--- config.mk ---
export PLATFORM = sky130hd
export DESIGN_NAME = seq_divider
export DESIGN_NICKNAME = d
export VERILOG_FILES = /design/src/rtl/div_pkg.sv /design/src/rtl/div_sign_fix.sv /design/src/rtl/seq_divider.sv
export SDC_FILE = /design/constraint.sdc
export NUM_CORES = 1
export LEC_CHECK = 0
export CAP_MARGIN = 20
export CORE_MARGIN = 2
export CORE_UTILIZATION = 60
export DETAILED_ROUTE_END_ITERATION = 10
export PLACE_DENSITY = 0.83
export SLEW_MARGIN = 10
export SYNTH_ARGS = -nofsm -noshare
export SYNTH_HDL_FRONTEND = slang
export SYNTH_SLANG_ARGS = --single-unit
--- constraint.sdc ---
create_clock -name clk -period 7.14 [get_ports clk]
set_input_delay 1.428 -clock clk [delete_from_list [all_inputs] [get_ports clk]]
set_output_delay 1.428 -clock clk [all_outputs]
set_load 0.01 [all_outputs]
--- src/rtl/div_pkg.sv ---
// Shared definitions for the sequential divider.
// Contents:
//   div_state_e   - controller states (IDLE, BUSY, FINISH)
//   div_cnt_width - width of the iteration counter for a given operand width
//   DIV_ZERO_QUOT - all-ones quotient returned on divide-by-zero
package div_pkg;

  typedef enum logic [1:0] {
    IDLE   = 2'd0,
    BUSY   = 2'd1,
    FINISH = 2'd2
  } div_state_e;

  // Counter must hold the value WIDTH itself.
  function automatic int unsigned div_cnt_width(input int unsigned width);
    return $clog2(width + 1);
  endfunction

  // All ones in the low 'width' bits (width 1..64).
  function automatic logic [63:0] DIV_ZERO_QUOT(input int unsigned width);
    return {64{1'b1}} >> (64 - width);
  endfunction

endpackage

--- src/rtl/div_sign_fix.sv ---
// Signed-mode helper for seq_divider (combinational).
// Ports:
//   sign        - operation is signed two's-complement
//   a, b        - raw dividend / divisor at accept time
//   a_mag_c     - dividend magnitude
//   b_mag_c     - divisor magnitude
//   neg_quot_c  - quotient must be negated (operand signs differ)
//   neg_rem_c   - remainder must be negated (dividend negative)
//   neg_quot_q  - registered neg_quot for the operation in flight
//   neg_rem_q   - registered neg_rem for the operation in flight
//   quot_raw    - unsigned quotient from the iteration
//   rem_raw     - unsigned remainder from the iteration
//   quot_fix_c  - sign-corrected quotient
//   rem_fix_c   - sign-corrected remainder
module div_sign_fix #(
  parameter int unsigned WIDTH = 32
) (
  input  logic             sign,
  input  logic [WIDTH-1:0] a,
  input  logic [WIDTH-1:0] b,
  output logic [WIDTH-1:0] a_mag_c,
  output logic [WIDTH-1:0] b_mag_c,
  output logic             neg_quot_c,
  output logic             neg_rem_c,
  input  logic             neg_quot_q,
  input  logic             neg_rem_q,
  input  logic [WIDTH-1:0] quot_raw,
  input  logic [WIDTH-1:0] rem_raw,
  output logic [WIDTH-1:0] quot_fix_c,
  output logic [WIDTH-1:0] rem_fix_c
);

  logic a_neg;
  logic b_neg;

  // Operand magnitudes; the most-negative value maps onto itself, which is
  // the correct unsigned magnitude 2^(WIDTH-1).
  always_comb begin
    a_neg      = sign & a[WIDTH-1];
    b_neg      = sign & b[WIDTH-1];
    a_mag_c    = a_neg ? (~a + WIDTH'(1)) : a;
    b_mag_c    = b_neg ? (~b + WIDTH'(1)) : b;
    neg_quot_c = a_neg ^ b_neg;
    neg_rem_c  = a_neg;
  end

  // Result negation; MIN / -1 wraps back to MIN naturally.
  always_comb begin
    quot_fix_c = neg_quot_q ? (~quot_raw + WIDTH'(1)) : quot_raw;
    rem_fix_c  = neg_rem_q  ? (~rem_raw  + WIDTH'(1)) : rem_raw;
  end

endmodule

--- src/rtl/seq_divider.sv ---
// Multi-cycle restoring integer divider, one quotient bit per clock.
// Optional feature macro: DIV_SIGNED_EN (honour 'sign' for two's-complement
// division); without it every operation is unsigned and 'sign' is ignored.
// Ports:
//   clk, rst_n   - clock, asynchronous active-low reset
//   start        - request, taken only while ready=1
//   sign         - signed operation (DIV_SIGNED_EN builds only)
//   a, b         - dividend / divisor, captured on accept
//   ready        - idle, able to accept
//   done         - one-cycle pulse when results update
//   quotient     - result quotient, held until next accept
//   remainder    - result remainder, held until next accept
//   div_by_zero  - captured divisor was zero, held until next accept
module seq_divider #(
  parameter int unsigned WIDTH = 32
) (
  input  logic             clk,
  input  logic             rst_n,
  input  logic             start,
  input  logic             sign,
  input  logic [WIDTH-1:0] a,
  input  logic [WIDTH-1:0] b,
  output logic             ready,
  output logic             done,
  output logic [WIDTH-1:0] quotient,
  output logic [WIDTH-1:0] remainder,
  output logic             div_by_zero
);
  import div_pkg::*;

  localparam int unsigned CW = div_cnt_width(WIDTH);

  div_state_e       state;
  logic [WIDTH-1:0] dvd_q;       // dividend bits shift out, quotient bits shift in
  logic [WIDTH-1:0] dvs_q;       // divisor magnitude
  logic [WIDTH-1:0] rem_q;       // partial remainder
  logic [WIDTH-1:0] a_raw_q;     // untouched dividend for the zero-divide result
  logic [CW-1:0]    cnt_q;
  logic             dz_q;
  logic             neg_quot_q;
  logic             neg_rem_q;

  logic [WIDTH-1:0] a_mag_c;
  logic [WIDTH-1:0] b_mag_c;
  logic             neg_quot_c;
  logic             neg_rem_c;
  logic [WIDTH-1:0] quot_fix_c;
  logic [WIDTH-1:0] rem_fix_c;

  logic [WIDTH:0]   rem_shift_c;
  logic [WIDTH:0]   diff_c;
  logic             take_c;

`ifdef DIV_SIGNED_EN
  div_sign_fix #(.WIDTH(WIDTH)) u_sign_fix (
    .sign       (sign),
    .a          (a),
    .b          (b),
    .a_mag_c    (a_mag_c),
    .b_mag_c    (b_mag_c),
    .neg_quot_c (neg_quot_c),
    .neg_rem_c  (neg_rem_c),
    .neg_quot_q (neg_quot_q),
    .neg_rem_q  (neg_rem_q),
    .quot_raw   (dvd_q),
    .rem_raw    (rem_q),
    .quot_fix_c (quot_fix_c),
    .rem_fix_c  (rem_fix_c)
  );
`else
  // Unsigned-only build: 'sign' stays on the port list but has no effect.
  logic unused_c;

  assign a_mag_c    = a;
  assign b_mag_c    = b;
  assign neg_quot_c = 1'b0;
  assign neg_rem_c  = 1'b0;
  assign quot_fix_c = dvd_q;
  assign rem_fix_c  = rem_q;
  assign unused_c   = sign ^ neg_quot_q ^ neg_rem_q;
`endif

  // One restoring step. Partial remainder is always < divisor, so the
  // shifted value fits WIDTH+1 bits and the subtractor's MSB is the borrow.
  always_comb begin
    rem_shift_c = {rem_q, dvd_q[WIDTH-1]};
    diff_c      = rem_shift_c - {1'b0, dvs_q};
    take_c      = ~diff_c[WIDTH];
  end

  // Controller, datapath and registered outputs.
  always_ff @(posedge clk or negedge rst_n) begin
    if (!rst_n) begin
      state       <= IDLE;
      ready       <= 1'b1;
      done        <= 1'b0;
      quotient    <= '0;
      remainder   <= '0;
      div_by_zero <= 1'b0;
      dvd_q       <= '0;
      dvs_q       <= '0;
      rem_q       <= '0;
      a_raw_q     <= '0;
      cnt_q       <= '0;
      dz_q        <= 1'b0;
      neg_quot_q  <= 1'b0;
      neg_rem_q   <= 1'b0;
    end else begin
      done <= 1'b0;
      case (state)
        IDLE: begin
          if (start) begin
            ready      <= 1'b0;
            a_raw_q    <= a;
            dvd_q      <= a_mag_c;
            dvs_q      <= b_mag_c;
            rem_q      <= '0;
            neg_quot_q <= neg_quot_c;
            neg_rem_q  <= neg_rem_c;
            cnt_q      <= CW'(WIDTH);
            if (b == '0) begin
              dz_q  <= 1'b1;
              state <= FINISH;
            end else begin
              dz_q  <= 1'b0;
              state <= BUSY;
            end
          end
        end

        BUSY: begin
          rem_q <= take_c ? diff_c[WIDTH-1:0] : rem_shift_c[WIDTH-1:0];
          dvd_q <= {dvd_q[WIDTH-2:0], take_c};
          cnt_q <= cnt_q - CW'(1);
          if (cnt_q == CW'(1)) begin
            state <= FINISH;
          end
        end

        FINISH: begin
          done  <= 1'b1;
          ready <= 1'b1;
          state <= IDLE;
          if (dz_q) begin
            quotient    <= WIDTH'(DIV_ZERO_QUOT(WIDTH));
            remainder   <= a_raw_q;
            div_by_zero <= 1'b1;
          end else begin
            quotient    <= quot_fix_c;
            remainder   <= rem_fix_c;
            div_by_zero <= 1'b0;
          end
        end

        default: begin
          ready <= 1'b1;
          state <= IDLE;
        end
      endcase
    end
  end

endmodule

Word level (Yosys, flattened, before mapping)
Index checks and enable logic that the tools add are counted.
{"block": "totals", "regBits": 204}
{"block": "op_classes", "reduce_logical": 7, "addsub": 2, "bitwise_logic": 2, "n_eq_ne": 5, "muxes": 18}
{"cell": "32-bit 2-to-1 mux", "count": 5}
{"cell": "32-bit case mux with 2 select lines", "count": 2}
{"cell": "33-bit by 32-bit subtractor with 33-bit output", "count": 1}
{"cell": "32-bit logical NOT", "count": 1}
{"cell": "6-bit case mux with 2 select lines", "count": 1}
{"cell": "2-bit AND reduction", "count": 4}
{"cell": "6-bit by 1-bit == test with 1-bit output (second input constant)", "count": 1}
{"cell": "2-bit 2-to-1 mux", "count": 3}
{"cell": "6-bit 2-to-1 mux", "count": 1}
{"cell": "6-bit by 1-bit subtractor with 6-bit output (second input constant)", "count": 1}
{"cell": "1-bit 2-to-1 mux", "count": 4}
{"cell": "2-bit inequality test (second input constant)", "count": 2}
{"cell": "2-bit case mux with 2 select lines", "count": 1}
{"cell": "2-bit by 1-bit == test with 1-bit output (second input constant)", "count": 1}
{"cell": "2-bit == test (second input constant)", "count": 1}
{"cell": "2-bit logical NOT", "count": 1}
{"cell": "1-bit inverter", "count": 2}
{"cell": "1-bit case mux with 2 select lines", "count": 1}
{"cell": "2-bit nonzero test", "count": 1}

Longest topological paths before layout
Gate-level depths: netlist of the first run.
{"block": "logic_depth", "depth_word": 4, "mapped_depth": 14}

Worst setup path after synthesis of the first run
OpenSTA, ideal clock, no wires.
{"block": "synth_timing", "path_kind": "register to register", "startpoint": "reg dvd_q[31]", "endpoint": "reg rem_q[10] (netlist: rem_fix_c[10])", "required_ns": 7.008, "setup_slack_ns": 3.911, "period_less_slack_ns": 3.229, "path_buffers": 1, "stages_incl_launch_ff": 15, "arrival_time_ns": 3.096, "setup_ns": 0.132, "path_cell_list": "dfrtp_1 > inv_1 > ha_1 > inv_1 > fa_1 > a211oi_1 > o41a_1 > a221oi_2 > a21o_2 > a21oi_2 > o41ai_4 > xor2_2 > buf_6 > mux2i_1 > o21ai_1"}
{"block": "synth_via", "elab_chain_len": 3}
{"element": "start: declaration", "line_no": "seq_divider.sv:34", "rtl": "logic [WIDTH-1:0] dvd_q;"}
{"element": "start signal: assignment", "line_no": "seq_divider.sv:115", "rtl": "dvd_q <= a_mag_c;"}
{"element": "start signal: assignment", "line_no": "seq_divider.sv:133", "rtl": "dvd_q <= {dvd_q[WIDTH-2:0], take_c};"}
{"element": "33-bit by 32-bit subtractor with 33-bit output", "line_no": "seq_divider.sv:87", "rtl": "diff_c = rem_shift_c - {1'b0, dvs_q};"}
{"element": "32-bit 2-to-1 mux", "line_no": "seq_divider.sv:132", "rtl": "rem_q <= take_c ? diff_c[WIDTH-1:0] : rem_shift_c[WIDTH-1:0];"}
{"element": "32-bit case mux with 2 select lines", "line_no": "seq_divider.sv:110", "rtl": "case (state)"}
{"element": "end signal: assignment", "line_no": "seq_divider.sv:132"}
{"element": "end: declaration", "line_no": "seq_divider.sv:36", "rtl": "logic [WIDTH-1:0] rem_q;"}
No other way between the ends.
A chain may end at the register's enable or synchronous reset.

Worst setup path after layout of the first run
{"block": "layout_timing", "startpoint": "reg dvd_q[31]", "endpoint": "reg rem_q[28] (netlist: rem_fix_c[28])"}
The elaborated chain is that of the path after synthesis.

==> out/results.ini, run 1 <==
[global_route]
antenna_found_initial=0
grt_start_max_net_pins=131
grt_pass1_vias=8573
grt_pass1_wl_um=43000
grt_usage=0.292
grt-ovfl-total=0

[setup_path]
start_kind=register
critPathRequiredTime_ns=7.54
critical_path_class=reg2reg
crit_arrival_ns=4.73
end_kind=register
critPathMaxFanout=23

[floorplanning]
num_rows=47
dieArea_um2=18300
die_x_um=135
num_io_pins=135
die_h_um=135
initial_core_util=0.619
core-area_um2=16700

[logic_synthesis]
synthFlopType=dfrtp_1
syn_area_per_cell_um2=9.03
async_reset_ff_frac=1.00
seq_area_frac_synth=0.494
synth_cell_types=53
synth_fp_nets=1248
synth.top_cells.by_area=dfrtp_1 (49%), nand2_1 (9.5%), o21ai_0 (7.3%)
synth_top_cell_by_area=dfrtp_1
synth_top_area_frac=0.492
ys_warn_count=0
ys_ff_latch=204
syn_inst=1145
synth_edf_count=0
synth_area_um2=10300

[timing]
setup_viol=0
min_period_over_period=0.607
rsz0062_at_grt=no
slew_violations=0
tightest_slew_ns=0.976
period_needed_ns=4.33
hold_violations=0
clock_skew_ns=0.0108
max_freq_ghz=0.231
tns_ns=0
slew_headroom=0.350

[placement]
place_hpwl_um=17500
gp_congestion=0.898
numPortBuffers=133

[route]
ant_nets=0
vias_per_cell=5.89
vias=8726
wl_um=26100
wire_per_inst_um=17.6
drtIter0Drc=751
firstDrtPassIters=5
drc_errors=0

[finish]
drive_gt1_frac=0.0515
multiInputGateArea_um2=4820
fin_nets=1349
layout_commonest_cell=nand2_1
final_cell_mix=nand2_1 (262), dfrtp_1 (202), o21ai_0 (150)
fillers=1184
diodes=0
final_util=0.754
seqCellArea_um2=5110
area_growth_pct=21.8

[min_path]
hold_class=reg2reg

[power]
ir_worst_vdd_mv=0.259
p_leak_nw=5.64
power_density_nw_per_um2=514

[clock_network]
h-tree-depth=1
path_clk_slew_ns=0.06
worstSkewPairLatency_ns=0.50
cts_made_buffers=22
cts_hold_buffers=0
cts_resized=0
tritoncts=done
cts_root_buffer=clkbuf_16
cts_setup_buffers=0
cts.sinks=204
ctsLongestPathBuffers=3

[outcome]
status=finished, final reports clean

[run]
drv_cap=0

==> flip-flops by register name (all words and copies together), names as in the netlist <==
signal       count
cnt_q            6
done             1
remainder       32
dvs_q           32
ready            1
dvd_q           32
quotient        32
dz_q             1
div_by_zero      1
rem_fix_c       32
state            2
a_raw_q         32
==> metrics by stage <==
stage | instance area, um2 | instances | total power [mW] | setup WS, ns | hold slack (ns)
global placement | 11800 | 1441 | 5.12 | 2.99 | 0.458
global route | 12600 | 1482 | 6.98 | 2.61 | 0.492
detailed placement | 11800 | 1441 | 5.25 | 2.94 | 0.463
floorplan | 10300 | 1145 | 4.28 | 3.91 | 0.445
finish | 12600 | 1482 | 6.48 | 2.81 | 0.473
CTS | 12600 | 1481 | 6.46 | 2.89 | 0.478
==> critical path: stages (launching register included) <==
cell and delay [ns]:
dfrtp_1 0.41, inv_1 0.09, ha_1 0.23, inv_1 0.07, fa_1 0.24, a211oi_1 0.10, o41a_1 0.38, a221oi_2 0.43
a21o_2 0.24, a21oi_2 0.11, o41ai_4 0.45, xor2_4 0.41, buf_4 0.44, nand2_1 0.32, o221ai_1 0.29
==> layer usage <==
metal,part of all wire,vias up,GRT usage
met5,0,-,0
met4,0.029,0,0.0909
met3,0.057,55,0.0438
met2,0.50,301,0.499
met1,0.41,4236,0.387
li1,-,4134,-
==> synth_stat cells (2+ instances only) <==
cell type and count:
nand2_1 262, dfrtp_1 203, o21ai_0 150, a21oi_1 63, clkbuf_1 62, mux2i_1 58
nor2_1 48, inv_1 43, ha_1 34, nor2b_1 33, a22oi_1 30, o21ai_1 23
xnor2_1 18, a21o_1 13, xor2_1 10, nor4_1 9, nand4_1 8, nand2b_1 7
nor3_1 7, o221ai_1 7, a31oi_1 5, nand3_1 5, buf_1 4, a211oi_1 3
buf_6 3, o21a_1 3, a22o_1 2, and2_1 2, and3_1 2, o211ai_1 2
o21bai_1 2, o311ai_0 2, o41ai_1 2
==> final cells by class <==
class	count	share of cell area
flip-flops and latches	204	0.406
multi-input cells	828	0.383
repair buffers	146	0.115
clock buffers	34	0.0561
well taps	220	0.0219
inverters	44	0.0131
clock inverters	6	0.00477
==> kinds of logic (layout without fill, tap and decap cells) <==
logic type | count (synthesis) | count (layout) | synth area share
xor gates and xnor gates | 29 | 29 | 0.0253
DFF | 204 | 204 | 0.494
muxes | 58 | 58 | 0.0562
buffers and inverters | 113 | 230 | 0.0432
adders and majority gates | 35 | 35 | 0.0431
AOI/OAI and AO/OA | 319 | 319 | 0.179
and+or+nand+nor | 387 | 387 | 0.159
==> final timing paths <==
kind                            endpoint  slack, ns  cells past startpoint        start
min                          a_raw_q[30]       0.47                      2  a_raw_q[30]
max reg2reg                rem_fix_c[28]       2.81                     14    dvd_q[31]
max                        rem_fix_c[28]       2.81                     14    dvd_q[31]
min in group asynchronous   rem_fix_c[8]       0.92                      1        rst_n
max in group asynchronous    a_raw_q[12]       4.86                      2        rst_n
min reg2reg                  a_raw_q[30]       0.47                      2  a_raw_q[30]
==> power breakdown <==
part           switching [mW]  internal, mW  total (mW)
logic                    1.82          1.43        3.25
registers               0.382          1.67        2.05
clock network           0.461         0.716        1.18
(Power assumes the default switching activity.)
==> run 2, diff against run 1 <==
--- a/config.mk
+++ b/config.mk
@@ -7,9 +7,9 @@
 export LEC_CHECK = 0
 export CAP_MARGIN = 20
 export CORE_MARGIN = 2
-export CORE_UTILIZATION = 60
+export CORE_UTILIZATION = 50
 export DETAILED_ROUTE_END_ITERATION = 10
-export PLACE_DENSITY = 0.83
+export PLACE_DENSITY = 0.73
 export SLEW_MARGIN = 10
 export SYNTH_ARGS = -nofsm -noshare
 export SYNTH_HDL_FRONTEND = slang
==> constraint.sdc (replaced) <==
create_clock -name clk -period 3.9 [get_ports clk]
set_input_delay 0.78 -clock clk [delete_from_list [all_inputs] [get_ports clk]]
set_output_delay 0.78 -clock clk [all_outputs]
set_load 0.01 [all_outputs]
==> out/results.ini, run 2 (synthesis gave the netlist of run 1 again) <==
[outcome]
status=finished, final reports clean

[finish]
fin_nets=1354
area_growth_pct=23.0
diodes=0
layout_commonest_cell=nand2_1
final_cell_mix=nand2_1 (261), dfrtp_1 (202), o21ai_0 (150)
drive_gt1_frac=0.0529
finalInstanceArea_um2=12700
fillers=1708

[floorplanning]
die_x_um=148
die_h_um=148
num_rows=52
dieArea_um2=21800
core-area_um2=20200
num_io_pins=135
initial_core_util=0.511

[setup_path]
timing.rr.start=dvd_q[31]
cpLargestDelayFamily=compound AO/OA/AOI/OAI gates
r2r-end=rem_fix_c[10]
critPathBufInv=3
crit_arrival_ns=3.97
critical_path_class=reg2reg
critPathRequiredTime_ns=4.26
critPathMaxFanout=13
end_kind=register
start_kind=register
reg2reg_depth=14
r2r_slack_ns=0.29
cpMostUsedCell=inv_1
max_stage_delay_ns=0.44
slowest_stage=o41ai_4
crit_chain=inv_1, ha_1, inv_1, fa_1, a211oi_1, o41a_1, a221oi_4, a21o_2, a21oi_2, o41ai_4, xor2_4, buf_4, mux2i_1, o21ai_1

[global_route]
grt-ovfl-total=0
antenna_found_initial=0
grt_usage=0.240
grt_pass1_vias=8384
grt_start_max_net_pins=101
grt_pass1_wl_um=42700

[timing]
min_period_over_period=0.927
clock_skew_ns=0.00858
slew_violations=0
setup_viol=0
rsz0062_at_grt=no
period_needed_ns=3.61
hold_violations=0
slew_headroom=0.427
timing.hold.ws_ns=0.329
tns_ns=0
tightest_slew_ns=0.856
max_freq_ghz=0.277
worst_slack_ns=0.286

[power]
power_frac_comb=0.502
clkPwrFrac=0.182
pwr-share-seq=0.317
p_switching_mw=4.85
p_leak_nw=5.67
power_density_nw_per_um2=937
swShare=0.408
ir_worst_vdd_mv=0.555
internal_power_mw=7.05

[route]
drtIter0Drc=695
vias=8482
wl_um=26000
vias_per_cell=5.52
ant_nets=0
wire_per_inst_um=16.9
drc_errors=0
firstDrtPassIters=5

[run]
drv_cap=0

[clock_network]
worstSkewPairLatency_ns=0.50
cts_root_buffer=clkbuf_16
ctsLongestPathBuffers=3
path_clk_slew_ns=0.06
cts_setup_buffers=0
cts.sinks=204
cts_resized=0
cts_hold_buffers=0
tritoncts=done
h-tree-depth=1
cts_made_buffers=23

[placement]
gp_congestion=0.853
place_hpwl_um=18000
dp_slack_ns=0.237
postPlaceCellArea_um2=11900
numPortBuffers=133

[min_path]
hold_class=in2async

[run 2: worst reg2reg max path, stage by stage (launching register included)]
cell and delay [ns]:
dfrtp_1 0.36, inv_1 0.07, ha_1 0.21, inv_1 0.07
fa_1 0.24, a211oi_1 0.10, o41a_1 0.41, a221oi_4 0.39
a21o_2 0.24, a21oi_2 0.10, o41ai_4 0.44, xor2_4 0.20
buf_4 0.28, mux2i_1 0.27, o21ai_1 0.08
[run 2: through the flow]
step / utilization / total power, mW / instances
floorplan: - / 7.84 / 1145
global placement: 0.590 / 9.55 / 1496
detailed placement: 0.590 / 9.72 / 1496
CTS: 0.627 / 11.9 / 1537
global route: 0.628 / 12.9 / 1537
finish: 0.628 / 11.9 / 1537
[run 2: routing by layer]
metal  wire length, um  vias up  track usage
li1                  -     4135            -
met1             11500     4069        0.328
met2             12500      231        0.408
met3              1350       47       0.0333
met4               592        0       0.0615
met5                 0        -            0
[run 2: power groups by stage]
stage	clock, mW	sequential, mW	combinational [mW]
final	2.16	3.77	5.97
after global routing	2.28	3.89	6.68
after CTS	2.19	3.78	5.95
after detailed placement	0	3.79	5.92
after global placement	0	3.78	5.77
after floorplan	0	3.67	4.17
[run 2: how the worst max path moves through the flow]
stage | startpoint | endpoint | slack, ns | depth (start not counted)
floorplan | dvd_q[31] | rem_fix_c[10] | 0.67 | 14
global placement | dvd_q[31] | rem_fix_c[29] | 0.33 | 14
detailed placement | dvd_q[31] | rem_fix_c[29] | 0.24 | 14
CTS | dvd_q[31] | rem_fix_c[29] | 0.21 | 14
global route | rem_fix_c[7] | rem_fix_c[27] | 0.06 | 10
finish | dvd_q[31] | rem_fix_c[10] | 0.29 | 14
[run 2: layout make-up]
| type | count | area, um2 | share of cell area |
|---|---|---|---|
| clock buffer | 37 | 708 | 0.0557 |
| tap | 270 | 338 | 0.0266 |
| sequential | 204 | 5110 | 0.402 |
| timing repair buffer | 150 | 1510 | 0.119 |
| multi-input combinational | 828 | 4830 | 0.380 |
| inverter | 44 | 165 | 0.0130 |
| clock inverter | 4 | 47.5 | 0.00374 |
==> run 3, diff against run 2 <==
--- a/config.mk
+++ b/config.mk
@@ -6,10 +6,10 @@
 export NUM_CORES = 1
 export LEC_CHECK = 0
 export CAP_MARGIN = 20
-export CORE_MARGIN = 2
-export CORE_UTILIZATION = 50
+export CORE_MARGIN = 5
+export CORE_UTILIZATION = 25
 export DETAILED_ROUTE_END_ITERATION = 10
-export PLACE_DENSITY = 0.73
+export PLACE_DENSITY = 0.41
 export SLEW_MARGIN = 10
 export SYNTH_ARGS = -nofsm -noshare
 export SYNTH_HDL_FRONTEND = slang
==> out/results.ini, run 3 (synthesis gave the netlist of run 1 again) <==
[setup_path]
cpLargestDelayFamily=compound AO/OA/AOI/OAI gates
cpMostUsedCell=inv_1
critPathRequiredTime_ns=4.29
end_kind=register
start_kind=register
critPathBufInv=3
crit_cells=14
crit_arrival_ns=3.98
slowest_stage=o41ai_4
max_stage_delay_ns=0.45
critPathMaxFanout=23
critical_path_class=reg2reg
crit_chain=inv_1, ha_1, inv_1, fa_1, a211oi_1, o41a_1, a221oi_2, a21o_2, a21oi_2, o41ai_4, xor2_4, buf_12, mux2i_1, o21ai_1
reg2reg_depth=14

[finish]
diodes=0
fin_nets=1364
area_growth_pct=27.2
final_cell_mix=nand2_1 (262), dfrtp_1 (202), o21ai_0 (150)
layout_commonest_cell=nand2_1
drive_gt1_frac=0.0611

[clock_network]
worstSkewPairLatency_ns=0.53
cts_root_buffer=clkbuf_16
cts.sinks=204
ctsLongestPathBuffers=3
h-tree-depth=1
path_clk_slew_ns=0.06
cts_hold_buffers=0
cts_resized=0
tritoncts=done
cts_made_buffers=26
cts_setup_buffers=0

[power]
ir_worst_vdd_mv=0.518
p_leak_nw=5.74
p_total_mw=12.2
power_density_nw_per_um2=928

[route]
wl_um=32500
ant_nets=0
firstDrtPassIters=6
drtIter0Drc=498
vias_per_cell=4.62
vias=8358
wire_per_inst_um=18.0
drc_errors=0

[global_route]
grt_pass1_vias=8798
grt_usage=0.142
antenna_found_initial=0
grt_pass1_wl_um=51600
grt_start_max_net_pins=109
grt-ovfl-total=0

[timing]
rsz0062_at_grt=no
clock_skew_ns=0.00740
max_freq_ghz=0.279
tightest_slew_ns=1.02
setup_viol=0
hold_violations=0
min_period_over_period=0.920
tns_ns=0
slew_violations=0
period_needed_ns=3.59
slew_headroom=0.320

[placement]
place_hpwl_um=23000
gp_congestion=0.781
numPortBuffers=133

[min_path]
hold_class=in2async

[floorplanning]
die_h_um=213
num_io_pins=135
initial_core_util=0.253
dieArea_um2=45500
core-area_um2=40800
die_x_um=213
num_rows=74

[outcome]
status=finished, final reports clean

[run]
drv_cap=0

## run 3: cell types whose count changed in the layout (fill, tap and decap cells not counted), moves of 2 or more
| cell | before | now |
|---|---|---|
| clkinv_2 | 2 | 4 |
| clkbuf_16 | 23 | 27 |
| buf_4 | 13 | 20 |
| clkbuf_1 | 6 | 3 |
## run 3: path summary, 6_finish.rpt
path	startpoint	end	slack, ns
max reg2reg	dvd_q[31]	rem_fix_c[10]	0.31
min	rst_n	rem_fix_c[9]	0.32
min reg2reg	a_raw_q[30]	a_raw_q[30]	0.47
max	dvd_q[31]	rem_fix_c[10]	0.31
min in group clk	a_raw_q[30]	a_raw_q[30]	0.47
max in group asynchronous	rst_n	remainder[1]	2.63
## run 3: stage by stage
stage / utilization / instance area [um2] / hold slack (ns) / cells / setup slack, ns
2_1_floorplan: - / 10300 / 0.445 / 1145 / 0.671
3_3_place_gp: 0.301 / 12300 / 0.458 / 1764 / 0.345
3_5_place_dp: 0.301 / 12300 / 0.462 / 1764 / 0.291
4_1_cts: 0.321 / 13100 / 0.351 / 1807 / 0.270
5_1_grt: 0.322 / 13100 / 0.390 / 1808 / 0.0357
6_report: 0.322 / 13100 / 0.320 / 1808 / 0.311
## run 3: cell type report
type	instances	area, um2
Multi-Input combinational cell	828	4820
Clock buffer	38	797
Clock inverter	5	28.8
Sequential cell	204	5110
Timing Repair Buffer	157	1570
Tap cell	532	666
Fill cell	4296	27700
Inverter	44	165
## run 3: per-layer routing
layer	GRT usage	share of wire	vias to the layer above
met3	0.0207	0.039	38
met1	0.198	0.47	4026
met2	0.236	0.47	134
met4	0.0298	0.020	0
li1	-	-	4160
met5	0	0	-
## run 3: power by group
group,switching [mW],internal [mW],leakage [nW]
logic,3.36,2.70,2.72
clock network,0.936,1.40,0.414
registers,0.735,3.06,2.60
==> edit 1: new RTL, config.mk and constraints of run 2 <==
Reset style: synchronous (`rst_n`), changed in one clocked block. Comments in the files are not updated.
--- a/src/rtl/seq_divider.sv
+++ b/src/rtl/seq_divider.sv
@@ -91,3 +91,3 @@
   // Controller, datapath and registered outputs.
-  always_ff @(posedge clk or negedge rst_n) begin
+  always_ff @(posedge clk) begin
     if (!rst_n) begin
Check against the original RTL: differs if rst_n is asserted again (counterexample within 4 cycles, from zero or initial values and one cycle with rst_n low); with rst_n held inactive, the same outputs for 10 cycles.
==> edit 1 against run 2 <==
  * Synthesized area shrank 7.4%
  * Critical path type unchanged
  * Maximum frequency up 1.7%
  * Non-clock buffer count decreased by 2
  * Wire length shrank 4.2%
  * Power shrank 23%
  * Final cell count up 0.78%
  * Final area decreased by 7.0%
  * Worst setup slack better by 0.061 ns
  * Clock skew rose by 0.0050 ns
  * Sequential cell count is the same
  * Largest power group unchanged
==> edit 1: results (changes against run 2) <==
floorplanning:
  floorplan.initialDensity_pct: 51.0  # -0.096 points
sta:
  worst-slew-pin-transition_ns: 1.09  # +0.236 ns
  fin_worst_skew_ns: 0.0135  # +0.00495 ns
  whs_ns: 0.452  # +0.123 ns
setup_path:
  reg2reg_depth: 15  # +1
  reg2reg_from: "dvd_q[31]$_SDFFE_PN0P_"
global_routing:
  grt_max_degree: 109  # +7.9%
  total_grt_usage_pct: 24.4  # +0.40 points
  first_global_vias: 8099  # -3.4%
  wire_length_of_the_first_global_routing_pass_mm: 40.5  # -5.2%
logic_synthesis:
  most_frequently_used_flop_master_after_synthesis: "sky130_fd_sc_hd__dfxtp_1"
  synth_compound_gate_area_share_pct: 18.8  # +0.89 points
  synth_top_area_share_pct: 42.7  # -6.5 points
  async_reset_ff_share_pct: 0  # -100 points
  yosys.area_share.xor_xnor_pct: 2.38  # -0.15 points
  yosysUniqueCellTypes: 58  # +9.4%
  synth_fa_ha_area_share_pct: 4.66  # +0.35 points
power_and_ir_drop:
  cellLeakagePower_nw: 4.61  # -19%
  vdd.ir_drop.worst_mv: 0.993  # +79%
cells_and_area:
  layout_fillers: 1671  # -2.2%
  seq_share_pct: 34.6  # -5.6 points
  layout.non_clock_inverters: 47  # +6.8%
  n_clock_buffer: 29  # -22%
  final-nonclk-buf-share_pct: 12.4  # +0.52 points
status:
  status: "complete, no violations"
placed_design:
  placed_cells: 1510  # +0.94%
## edit 1: cell types whose count changed in the layout (fill, tap and decap cells not counted), moves of 15 or more
cell,before,now
sky130_fd_sc_hd__dfxtp_1,0,203
sky130_fd_sc_hd__dfrtp_1,202,0
sky130_fd_sc_hd__o21ai_0,150,7
sky130_fd_sc_hd__nor3_1,7,60
sky130_fd_sc_hd__a21oi_1,63,115
sky130_fd_sc_hd__nor2_1,48,97
sky130_fd_sc_hd__a31oi_1,5,39
sky130_fd_sc_hd__a22oi_1,30,2
sky130_fd_sc_hd__nor2b_1,30,6
sky130_fd_sc_hd__mux2i_1,58,39
sky130_fd_sc_hd__a211oi_1,3,20
sky130_fd_sc_hd__o211a_1,0,16
sky130_fd_sc_hd__nor3b_1,0,15
## edit 1: routing by layer
layer / global-route usage [%] / up-vias
li1: - / 4363
met1: 32.5 / 4059
met2: 41.7 / 217
met3: 3.10 / 42
met4: 7.45 / 0
met5: 0 / -
==> edit 2: new RTL, flow settings as in run 2 <==
Without the edit above. Change the parameter `WIDTH` from 32 to 16.
--- a/src/rtl/seq_divider.sv
+++ b/src/rtl/seq_divider.sv
@@ -14,3 +14,3 @@
 module seq_divider #(
-  parameter int unsigned WIDTH = 32
+  parameter int unsigned WIDTH = 16
 ) (
Interface: changed (resized a, b, quotient and remainder); port bits go from 135 to 71. The function was not compared with the original's and may differ.
==> edit 2 against run 2 <==
  * Final area shrank 51%
  * Wire length shrank 55%
  * Count of clock-buffer cells in the layout down 28
  * Non-clock buffer count fell by 72
  * Power is 51% lower
  * Synthesized area shrank 49%
  * Global-route usage down 1.6 points
  * Sequential cell count is 97 lower
  * Sequential share of layout area rose by 2.7 points
  * Worst setup slack improved by 0.55 ns
  * Largest power group unchanged
  * Highest routed layer unchanged
==> edit 2: results (changes against run 2) <==
setup_path:
  crit_family: "compound AO/OA/AOI/OAI gates"
  critical_path.max_stage_delay_ns: 0.42  # -0.02 ns
  cp_slowest_cell: "sky130_fd_sc_hd__fa_1"
  rr_endpoint: "rem_fix_c[4]$_DFFE_PN0P_"
  path_max_fanout: 13  # unchanged
  worst-endpoint-arrival_ns: 3.32  # -0.65 ns
  reg2reg_depth: 12  # -2
  crit_start: "dvd_q[15]$_DFFE_PN0P_"
  reg2reg_setup_slack_ns: 0.83  # +0.55 ns
logic_synthesis:
  synth_top_area_share_pct: 50.5  # +1.3 points
  async_reset_ff_share_pct: 100  # unchanged
  synth_area_leaders: "sky130_fd_sc_hd__dfrtp_1, sky130_fd_sc_hd__nand2_1, sky130_fd_sc_hd__o21ai_0"
  synthesis.nets: 623  # -50%
  synth_common_cells: "sky130_fd_sc_hd__nand2_1, sky130_fd_sc_hd__dfrtp_1, sky130_fd_sc_hd__o21ai_0"
  synthesis_warnings: 0  # unchanged
  most_frequently_used_flop_master_after_synthesis: "sky130_fd_sc_hd__dfrtp_1"
  synth_area_per_cell_um2: 9.25  # +2.5%
  seq_area_frac_synth_pct: 51.0  # +1.6 points
  yosysUniqueCellTypes: 46  # -13%
clock_network:
  holdBufCountCts: 0  # unchanged
  ctsRootBufferMaster: "sky130_fd_sc_hd__clkbuf_8"
  htree_num_levels: 3  # +2
  clk-insertion-delay-late_ns: 0.38  # -0.12 ns
  clk_path_buf_depth: 2  # -1
  cts_setup_buffers: 0  # unchanged
  ctsResizeCount: 0  # unchanged
  clk_pin_slew_ns: 0.10  # +0.04 ns
  cts-buffers-inserted: 9  # -61%
sta:
  worst_slew_margin_rel_pct: 28.6  # -14 points
  whs_ns: 0.463  # +0.134 ns
  fin_worst_skew_ns: 0.0146  # +0.00606 ns
cells_and_area:
  layout-drive-gt1-share_pct: 6.36  # +1.1 points
  layout.nets: 680  # -50%
  diodes: 0  # unchanged
  finalNonFillerCells: 765  # -50%
  layout_fillers: 898  # -47%
min_path:
  worstHoldPathType: "input pin to asynchronous set/reset pin"
power_and_ir_drop:
  vdd.ir_drop.worst_mv: 0.514  # -7.4%
  cellLeakagePower_nw: 2.86  # -50%
global_routing:
  wire_length_of_the_first_global_routing_pass_mm: 20.3  # -52%
  first_global_vias: 4191  # -50%
  antenna_found_initial: 0  # unchanged
  grt_max_degree: 67  # -34%
  total_grt_usage_pct: 22.4  # -1.6 points
routing:
  route.detailed.vias_per_inst: 5.44  # -1.4%
  detail_route.wirelength_mm: 11.8  # -55%
  first_pass_iteration_count_of_the_detailed_router: 4  # -1
  drtIter0Drc: 188  # -73%
placed_design:
  dp_worst_setup_slack_ns: 0.811  # +0.574 ns
  gp_routability_congestion: 0.859  # +0.70%
  portBuffers: 69  # -48%
  placed_cells: 749  # -50%
  dpl_cell_area_um2: 6040  # -49%
  hpwlAfterDp_mm: 8.45  # -53%
status:
  status: "complete, no violations"
[edit 2: changes by cell type after synthesis, moves of 16 or more]
cell                       change
sky130_fd_sc_hd__inv_1        -22
sky130_fd_sc_hd__clkbuf_1     -32
sky130_fd_sc_hd__dfrtp_1      -97
sky130_fd_sc_hd__nand2_1     -115
sky130_fd_sc_hd__nor2_1       -23
sky130_fd_sc_hd__mux2i_1      -31
sky130_fd_sc_hd__o21ai_0      -83
sky130_fd_sc_hd__a21oi_1      -43
sky130_fd_sc_hd__nand3_1      +19
sky130_fd_sc_hd__nor2b_1      -31
sky130_fd_sc_hd__ha_1         -16
sky130_fd_sc_hd__a22oi_1      -19
sky130_fd_sc_hd__o21ai_1      -18
[edit 2: final cells by class]
| cell class | instances | area, um^2 | area share (%) |
|---|---|---|---|
| Sequential cell | 107 | 2680 | 42.9 |
| Tap cell | 136 | 170 | 2.72 |
| Clock buffer | 9 | 124 | 1.98 |
| Timing Repair Buffer | 78 | 763 | 12.2 |
| Clock inverter | 6 | 62.6 | 1.00 |
| Multi-Input combinational cell | 408 | 2370 | 37.9 |
| Inverter | 21 | 78.8 | 1.26 |
[edit 2: report_power, final]
| group | leakage [nW] | total (mW) | switching, mW | internal (mW) |
|---|---|---|---|---|
| combinational | 1.45 | 3.18 | 1.72 | 1.46 |
| clock | 0.0945 | 0.648 | 0.403 | 0.245 |
| sequential | 1.31 | 2.02 | 0.371 | 1.65 |
| total | 2.86 | 5.85 | 2.50 | 3.35 |
[edit 2: cell families (layout without fill, tap and decap cells)]
family | count (synthesis) | in the layout | synth area share [%]
AND/OR/NAND/NOR | 223 | 223 | 18.0
AO/OA/AOI/OAI | 124 | 124 | 14.2
flip-flops | 107 | 107 | 51.0
buffers and inverters | 53 | 114 | 4.00
multiplexers | 29 | 29 | 5.57
adder cells (fa/ha/maj) | 19 | 19 | 4.67
XOR/XNOR | 13 | 13 | 2.52
[edit 2: how the worst max path moves through the flow]
| stage | to | slack (ns) | cells after the start |
|---|---|---|---|
| floorplan | rem_fix_c[0]$_DFFE_PN0P_ | 1.26 | 11 |
| global placement | rem_fix_c[4]$_DFFE_PN0P_ | 0.87 | 12 |
| detailed placement | rem_fix_c[4]$_DFFE_PN0P_ | 0.81 | 12 |
| CTS | rem_fix_c[4]$_DFFE_PN0P_ | 0.78 | 12 |
| global route | rem_fix_c[5]$_DFFE_PN0P_ | 0.57 | 12 |
| finish | rem_fix_c[4]$_DFFE_PN0P_ | 0.83 | 12 |
[edit 2: metal layers]
layer | vias to the layer above | track usage (%) | share of wire (%)
met3 | 23 | 2.88 | 3.1
li1 | 2045 | - | -
met1 | 2007 | 31.5 | 47
met5 | - | 0 | 0
met2 | 89 | 35.6 | 48
met4 | 0 | 8.81 | 2.7
